**config.mk**
```make
export PLATFORM = sky130hd
export DESIGN_NAME = mem_port_arbiter
export DESIGN_NICKNAME = d
export VERILOG_FILES = /design/src/rtl/mem_port_arbiter.sv
export SDC_FILE = /design/constraint.sdc
export NUM_CORES = 1
export LEC_CHECK = 0
export CORE_MARGIN = 2
export CORE_UTILIZATION = 50
export DETAILED_ROUTE_END_ITERATION = 12
export DONT_BUFFER_PORTS = 1
export GPL_TIMING_DRIVEN = 0
export PLACE_DENSITY = 0.68
export SLEW_MARGIN = 0
export SYNTH_ARGS = -nofsm -noshare
export SYNTH_HDL_FRONTEND = slang
export SYNTH_SLANG_ARGS = --single-unit
export TNS_END_PERCENT = 1
```
**constraint.sdc**
```tcl
create_clock -name clk -period 1.9 [get_ports clk]
set_input_delay 0.285 -clock clk [delete_from_list [all_inputs] [get_ports clk]]
set_output_delay 0.285 -clock clk [all_outputs]
set_load 0.005 [all_outputs]
```
**src/rtl/mem_port_arbiter.sv**
```systemverilog
// Arbitrates the single-port system RAM between the CPU memory path and the debug/loader port.
// Each access runs IDLE -> ISSUE -> (CAPT for reads) -> DONE; CPU priority is bounded by a streak limit.
module mem_port_arbiter #(
  parameter int ADDR_W      = 9,
  parameter int DATA_W      = 32,
  parameter int MAX_CPU_RUN = 4
) (
  input  logic              clk,
  input  logic              in_reset,
  input  logic              in_cpu_req,
  input  logic              in_cpu_we,
  input  logic [ADDR_W-1:0] in_cpu_addr,
  input  logic [DATA_W-1:0] in_cpu_wdata,
  output logic              out_cpu_ack,
  output logic [DATA_W-1:0] out_cpu_rdata,
  output logic              out_cpu_stall,
  input  logic              in_dbg_req,
  input  logic              in_dbg_we,
  input  logic [ADDR_W-1:0] in_dbg_addr,
  input  logic [DATA_W-1:0] in_dbg_wdata,
  output logic              out_dbg_ack,
  output logic [DATA_W-1:0] out_dbg_rdata,
  output logic [ADDR_W-1:0] out_mem_address,
  output logic [DATA_W-1:0] out_mem_data,
  output logic              out_mem_rden,
  output logic              out_mem_wren,
  input  logic [DATA_W-1:0] in_mem_q,
  output logic [1:0]        out_owner
);

  localparam int STREAK_W = $clog2(MAX_CPU_RUN + 1);
  localparam logic [STREAK_W-1:0] STREAK_MAX = STREAK_W'(MAX_CPU_RUN);

  typedef enum logic [1:0] {S_IDLE, S_ISSUE, S_CAPT, S_DONE} state_t;

  localparam logic [1:0] OWN_NONE = 2'b00;
  localparam logic [1:0] OWN_CPU  = 2'b01;
  localparam logic [1:0] OWN_DBG  = 2'b10;

  state_t              state_q, state_d;
  logic [1:0]          owner_q, owner_d;
  logic                we_q, we_d;
  logic [ADDR_W-1:0]   addr_q, addr_d;
  logic [DATA_W-1:0]   wdata_q, wdata_d;
  logic [STREAK_W-1:0] streak_q, streak_d;
  logic [DATA_W-1:0]   cpu_rdata_q, cpu_rdata_d;
  logic [DATA_W-1:0]   dbg_rdata_q, dbg_rdata_d;
  logic                cpu_win;

  function automatic logic [STREAK_W-1:0] sat_inc(input logic [STREAK_W-1:0] v);
    return (v == STREAK_MAX) ? STREAK_MAX : v + 1'b1;
  endfunction

  // CPU loses a contested slot only once it has used up its run of consecutive grants.
  assign cpu_win = in_cpu_req & ~(in_dbg_req & (streak_q == STREAK_MAX));

  always_comb begin
    state_d     = state_q;
    owner_d     = owner_q;
    we_d        = we_q;
    addr_d      = addr_q;
    wdata_d     = wdata_q;
    streak_d    = streak_q;
    cpu_rdata_d = cpu_rdata_q;
    dbg_rdata_d = dbg_rdata_q;
    case (state_q)
      S_IDLE: begin
        if (cpu_win) begin
          owner_d  = OWN_CPU;
          we_d     = in_cpu_we;
          addr_d   = in_cpu_addr;
          wdata_d  = in_cpu_wdata;
          streak_d = in_dbg_req ? sat_inc(streak_q) : '0;
          state_d  = S_ISSUE;
        end else if (in_dbg_req) begin
          owner_d  = OWN_DBG;
          we_d     = in_dbg_we;
          addr_d   = in_dbg_addr;
          wdata_d  = in_dbg_wdata;
          streak_d = '0;
          state_d  = S_ISSUE;
        end
      end
      S_ISSUE: state_d = we_q ? S_DONE : S_CAPT;
      S_CAPT: begin
        if (owner_q == OWN_CPU) cpu_rdata_d = in_mem_q;
        else                    dbg_rdata_d = in_mem_q;
        state_d = S_DONE;
      end
      S_DONE: begin
        owner_d = OWN_NONE;
        state_d = S_IDLE;
      end
      default: state_d = S_IDLE;
    endcase
  end

  always_ff @(posedge clk or negedge in_reset) begin
    if (!in_reset) begin
      state_q     <= S_IDLE;
      owner_q     <= OWN_NONE;
      we_q        <= 1'b0;
      addr_q      <= '0;
      wdata_q     <= '0;
      streak_q    <= '0;
      cpu_rdata_q <= '0;
      dbg_rdata_q <= '0;
    end else begin
      state_q     <= state_d;
      owner_q     <= owner_d;
      we_q        <= we_d;
      addr_q      <= addr_d;
      wdata_q     <= wdata_d;
      streak_q    <= streak_d;
      cpu_rdata_q <= cpu_rdata_d;
      dbg_rdata_q <= dbg_rdata_d;
    end
  end

  // Strobes and acks decode from state so an async reset kills them in the same instant.
  assign out_mem_rden    = (state_q == S_ISSUE) & ~we_q;
  assign out_mem_wren    = (state_q == S_ISSUE) &  we_q;
  assign out_mem_address = addr_q;
  assign out_mem_data    = wdata_q;
  assign out_cpu_ack     = (state_q == S_DONE) & (owner_q == OWN_CPU);
  assign out_dbg_ack     = (state_q == S_DONE) & (owner_q == OWN_DBG);
  assign out_cpu_rdata   = cpu_rdata_q;
  assign out_dbg_rdata   = dbg_rdata_q;
  assign out_cpu_stall   = in_cpu_req & ~out_cpu_ack;
  assign out_owner       = owner_q;

endmodule

```
==> impl_summary.log, run 1 <==
INFO  metric status = stopped before the end
INFO  metric stop_stage = clock tree synthesis
INFO  metric firstError = [ERROR RSZ-0060] Max buffer count reached.
INFO  metric dieHeight = between 100 and 150 µm
INFO  metric synth_largest_area_cell = sky130_fd_sc_hd__dfrtp_1
INFO  metric number_of_buffers_added_by_the_clock_tree_synthesis_step = 17
INFO  metric synth_sequential_area_ratio = between 50% and 60%
INFO  metric number_of_flops_mapped_to_enable_cells_by_yosys = 0
INFO  metric post_cts.resized_instances = 0
INFO  metric number_of_clock_sinks_seen_by_cts = between 100 and 150
INFO  metric ys.flop_type = sky130_fd_sc_hd__dfrtp_1
INFO  metric ys_top_cells_by_area = sky130_fd_sc_hd__dfrtp_1 59%, sky130_fd_sc_hd__mux2_2 13%, sky130_fd_sc_hd__a221o_1 7.9%
INFO  metric post_synth_num_cell_types = 29
INFO  metric initial_utilization = between 50% and 60%
INFO  metric fp-row-count = 35
INFO  metric place_hpwl = 7566 µm
INFO  metric cts_hold_buf = 101
INFO  metric syn_inst = approximately 330
INFO  metric syn-mean-instance-area = 14.71 µm²
INFO  metric port_buffers = 0
INFO  metric htreeDepth = 4
INFO  metric boundaryPins = around 230
INFO  metric gp_congestion = between 0.7 and 0.8
INFO  metric clockRootBuffer = sky130_fd_sc_hd__clkbuf_8
INFO  metric yosysWarningCount = 0
INFO  metric mappedNetlistNets = ~450
INFO  metric dieWidth = approximately 100 µm
INFO  metric async_reset_ff_share = between 90% and 100%
INFO  metric synth-seq-cells = roughly 110
INFO  metric post-cts-setup-buffers = 0
INFO  metric synth.top_cell.area_share = around 59%
INFO  metric clock_path_buffers = 2
INFO  metric synth_area = approximately 0.0048 mm²
Yosys cell counts (2+ instances only):
| cell type | n |
|---|---|
| sky130_fd_sc_hd__a221o_1 | 38 |
| sky130_fd_sc_hd__buf_4 | 4 |
| sky130_fd_sc_hd__buf_2 | 6 |
| sky130_fd_sc_hd__and2_0 | 29 |
| sky130_fd_sc_hd__inv_1 | 5 |
| sky130_fd_sc_hd__nand2b_1 | 2 |
| sky130_fd_sc_hd__a221o_2 | 4 |
| sky130_fd_sc_hd__dfrtp_1 | 113 |
| sky130_fd_sc_hd__and2_1 | 15 |
| sky130_fd_sc_hd__mux2_2 | 55 |
| sky130_fd_sc_hd__o31ai_1 | 2 |
| sky130_fd_sc_hd__nor2_1 | 3 |
| sky130_fd_sc_hd__ha_1 | 7 |
| sky130_fd_sc_hd__nand2_1 | 6 |
| sky130_fd_sc_hd__mux2_4 | 10 |
| sky130_fd_sc_hd__buf_6 | 11 |
| sky130_fd_sc_hd__nor2b_1 | 2 |
| sky130_fd_sc_hd__o21ai_0 | 3 |
| sky130_fd_sc_hd__a21bo_2 | 2 |
through the flow:
step | util [%] | setup slack, ps | hold WS, ps | cell area (µm²) | cells
floorplan | - | 319.4 | -10.59 | 4810 | 327
global placement | 53.54 | 107.8 | -7.890 | 4971 | 456
detailed placement | 53.54 | 27.28 | -8.228 | 4971 | 456
cell families after synthesis:
group	share of synthesized area, %
compound gates	11.42
fa+ha+maj	1.821
buf+inv	4.214
flops	58.79
mux	16.00
simple gates	7.752
==> run 2, diff against run 1 <==
--- a/config.mk
+++ b/config.mk
@@ -6,11 +6,11 @@
 export NUM_CORES = 1
 export LEC_CHECK = 0
 export CORE_MARGIN = 2
-export CORE_UTILIZATION = 50
+export CORE_UTILIZATION = 35
 export DETAILED_ROUTE_END_ITERATION = 12
 export DONT_BUFFER_PORTS = 1
 export GPL_TIMING_DRIVEN = 0
-export PLACE_DENSITY = 0.68
+export PLACE_DENSITY_LB_ADDON = 0.15
 export SLEW_MARGIN = 0
 export SYNTH_ARGS = -nofsm -noshare
 export SYNTH_HDL_FRONTEND = slang
==> run 2 against run 1 <==
- the flow now finishes, with violations (negative hold slack)
- synthesized cell count did not move
- area after synthesis did not move
==> impl_summary.log, run 2 <==
INFO  metric vdd_ir_drop_max = a little under 0.6 mV
INFO  metric grt_overflow = 0
INFO  metric ys.flop_type = sky130_fd_sc_hd__dfrtp_1
INFO  metric first_global_vias = between 3k and 4k
INFO  metric count_leader_synth = sky130_fd_sc_hd__dfrtp_1
INFO  metric tightest_slew_margin_relative_to_the_limit = ~76%
INFO  metric route.vias.total = between 2k and 3k
INFO  metric cellPowerDensity = 1819 mW/mm²
INFO  metric grt_start_max_net_pins = approximately 110
INFO  metric criticalPathCategory = flip-flop to output pin
INFO  metric ys_top_cells_by_area = sky130_fd_sc_hd__dfrtp_1 59%, sky130_fd_sc_hd__mux2_2 13%, sky130_fd_sc_hd__a221o_1 7.9%
INFO  metric status = complete, but fails checks
INFO  metric rsz0062_at_grt = no
INFO  metric synth_sequential_area_ratio = 58.79% (unchanged)
INFO  metric wire_length_of_the_first_global_routing_pass = ~18,000 µm
INFO  metric place_hpwl = 7970 µm (+5.3%)
INFO  metric clock_tree_from_tritoncts = built
INFO  metric timing.hold.worst.class = input port to asynchronous set/reset pin
INFO  metric report.final.slew_viol_count = 0
INFO  metric reg2reg_slack = about 160 ps
INFO  metric port_buffers = 0 (unchanged)
INFO  metric core-area = 0.01335 mm²
INFO  metric met3WireLength = 1028 µm
INFO  metric synth.top_cell.area_share = 58.79% (unchanged)
INFO  metric tightestPinTransition = about 360 ps
INFO  metric final_net_count = slightly below 500
INFO  metric dp_cells = 503 (+10%)
INFO  metric yosysWarningCount = 0 (unchanged)
INFO  metric viasPerCell = just over 5
INFO  metric drcViolationCount = 0
INFO  metric timing.final.crit_period = between 1500 and 2000 ps
INFO  metric fin_hold_ws = -432.1 ps
INFO  metric maxUsedRoutingLayer = met4
INFO  metric initial_utilization = 36.03% (-16 points)
INFO  metric final_layout_size_suffix_gt1_share = between 30% and 40%
INFO  metric worst_clock_skew = roughly 8.4 ps
INFO  metric design.die.area = roughly 0.015 mm²
INFO  metric dieHeight = 121.2 µm (+19%)
INFO  metric critPathMaxFanout = 5
INFO  metric syn-mean-instance-area = 14.71 µm² (unchanged)
INFO  metric fillers = around 1.2k
INFO  metric p_leak = ~2.5 nW
INFO  metric post_detailed_placement_cell_area = 0.005030 mm² (+1.2%)
INFO  metric mappedNetlistNets = 454 (unchanged)
INFO  metric final_common_cell = sky130_fd_sc_hd__dfrtp_1
INFO  metric met2RoutedLength = 5613 µm
INFO  metric timing.setup.tns = 0 ps
INFO  metric async_reset_ff_share = 100.0% (unchanged)
INFO  metric synth-seq-cells = 113 (unchanged)
INFO  metric syn_inst = 327 (unchanged)
INFO  metric timing.rr.start = state_q[0]$_DFFE_PN0P_
INFO  metric fp-row-count = 42 (+20%)
INFO  metric startpoint_types = flip-flop
INFO  metric htreeDepth = 4 (unchanged)
INFO  metric layout.core_utilization = 43.67%
INFO  metric finalCritPeriodShare = between 90% and 100%
INFO  metric synth_area = 0.004810 mm² (unchanged)
INFO  metric clk_transition_reported_paths = ~50 ps
INFO  metric number_of_buffers_added_by_the_clock_tree_synthesis_step = 17 (unchanged)
INFO  metric cp.required = around 1600 ps
INFO  metric hold_violations = between 100 and 150
INFO  metric clockRootBuffer = sky130_fd_sc_hd__clkbuf_16
INFO  metric first_iter_violations = between 100 and 150
INFO  metric areaGrowthSynthToFinish = 21.20%
INFO  metric violations = negative hold slack
INFO  metric wl = roughly 12,000 µm
INFO  metric route.antenna.remaining_nets = 0
INFO  metric setup_viol_count_final = 0
INFO  metric m1WireLength = roughly 4600 µm
INFO  metric boundaryPins = 232 (unchanged)
INFO  metric dieWidth = 121.2 µm (+19%)
INFO  metric number_of_clock_sinks_seen_by_cts = 113 (unchanged)
INFO  metric layout_common_cells = 113 x sky130_fd_sc_hd__dfrtp_1, 55 x sky130_fd_sc_hd__mux2_2, 38 x sky130_fd_sc_hd__a221o_1, 29 x sky130_fd_sc_hd__and2_0, 24 x sky130_fd_sc_hd__dlygate4sd3_1
INFO  metric clkLatencyLatePin = between 400 and 500 ps
INFO  metric synth_largest_area_cell = sky130_fd_sc_hd__dfrtp_1
INFO  metric end_kind = output pin
INFO  metric reg2reg_depth = 6
INFO  metric n_antenna_cell = 0
INFO  metric post-cts-setup-buffers = 0 (unchanged)
INFO  metric grt_antenna_before_repair = 0
INFO  metric clock_path_buffers = 2 (unchanged)
INFO  metric design_area = roughly 0.0058 mm²
INFO  metric reg2reg_to = out_mem_address[0]$_DFFE_PN0P_
INFO  metric post_synth_most_frequent_cells = 113 x sky130_fd_sc_hd__dfrtp_1, 55 x sky130_fd_sc_hd__mux2_2, 38 x sky130_fd_sc_hd__a221o_1, 29 x sky130_fd_sc_hd__and2_0, 15 x sky130_fd_sc_hd__and2_1
INFO  metric drt_pre_antenna_iters = 4
INFO  metric drt-wirelength-per-cell = between 20 and 25 µm
INFO  metric number_of_flops_mapped_to_enable_cells_by_yosys = 0 (unchanged)
INFO  metric max_cap_violations = 0
INFO  metric worst_path_arrival_time = approximately 1500 ps
INFO  metric post_synth_num_cell_types = 29 (unchanged)
INFO  metric gp_congestion = 0.7588 (-0.46%)
INFO  metric timing.fmax = around 570 MHz
INFO  metric final-instance-count-excl-fill = 559
INFO  metric grtUsageTotal = roughly 16%
[run 2: critical path, cell delays in order (launching register included)]
cell and delay [ps]:
sky130_fd_sc_hd__dfrtp_1 420, sky130_fd_sc_hd__ha_1 270, sky130_fd_sc_hd__and2_1 190, sky130_fd_sc_hd__nor2b_1 170
[run 2: kinds of logic (layout without fill, tap and decap cells)]
group	Yosys count	in the layout	share of synthesized area (%)
simple gates	61	61	7.752
flops	113	113	58.79
fa+ha+maj	7	7	1.821
compound gates	55	55	11.42
buf+inv	26	82	4.214
mux	65	65	16.00
[run 2: metrics by stage]
step | setup WS, ps | power (mW) | hold slack (ps)
after floorplan | 319.4 | 6.909 | -10.59
after global placement | 55.83 | 7.638 | -7.503
after detailed placement | 47.00 | 7.744 | -7.993
after CTS | 41.42 | 10.75 | -451.7
after global routing | 49.42 | 11.30 | -457.3
final | 157.0 | 10.60 | -432.1
[run 2: layout make-up]
| class | count | area [µm²] | area share, % |
|---|---|---|---|
| inverters | 5 | 18.77 | 0.3220 |
| clock buffers | 28 | 526.8 | 9.036 |
| plain buffers | 21 | 183.9 | 3.155 |
| clock inverters | 4 | 22.52 | 0.3863 |
| repair buffers | 24 | 240.2 | 4.121 |
| well taps | 176 | 220.2 | 3.778 |
| multi-input cells | 188 | 1789 | 30.69 |
| flip-flops and latches | 113 | 2828 | 48.51 |
[run 2: how the worst max path moves through the flow]
stage                           startpoint                              to  slack (ps)  cells past startpoint
floorplan           state_q[0]$_DFFE_PN0P_    out_mem_data[22]$_DFFE_PN0P_         320                      6
global placement    state_q[0]$_DFFE_PN0P_  out_mem_address[0]$_DFFE_PN0P_          60                      6
detailed placement  state_q[0]$_DFFE_PN0P_  out_mem_address[0]$_DFFE_PN0P_          50                      6
CTS                 state_q[0]$_DFFE_PN0P_  out_mem_address[0]$_DFFE_PN0P_          40                      6
global route        state_q[0]$_DFFE_PN0P_   out_cpu_rdata[27]$_DFFE_PN0P_          50                      5
finish              state_q[0]$_DFFE_PN0P_                   out_cpu_stall         160                      3
[run 2: routing by layer]
metal	up-vias	GRT usage, %
met5	-	0
met2	137	24.44
li1	1286	-
met3	25	6.626
met4	0	9.483
met1	1458	19.36
[run 2: power breakdown]
part / switching, mW / total [mW] / leakage [nW] / internal, mW
sequential: 0.991 / 4.62 / 1.36 / 3.63
combinational: 1.22 / 3.09 / 0.907 / 1.87
clock: 1.02 / 2.89 / 0.270 / 1.86
total: 3.23 / 10.6 / 2.54 / 7.37
[run 2: repair_timing]
action,4_1_cts,5_1_grt
setup endpoints to repair,0,41
hold buffers,22,2
endpoints found under the hold margin,125,115
gates resized for setup,0,2
Note: power is estimated with default switching activity, not from simulation.
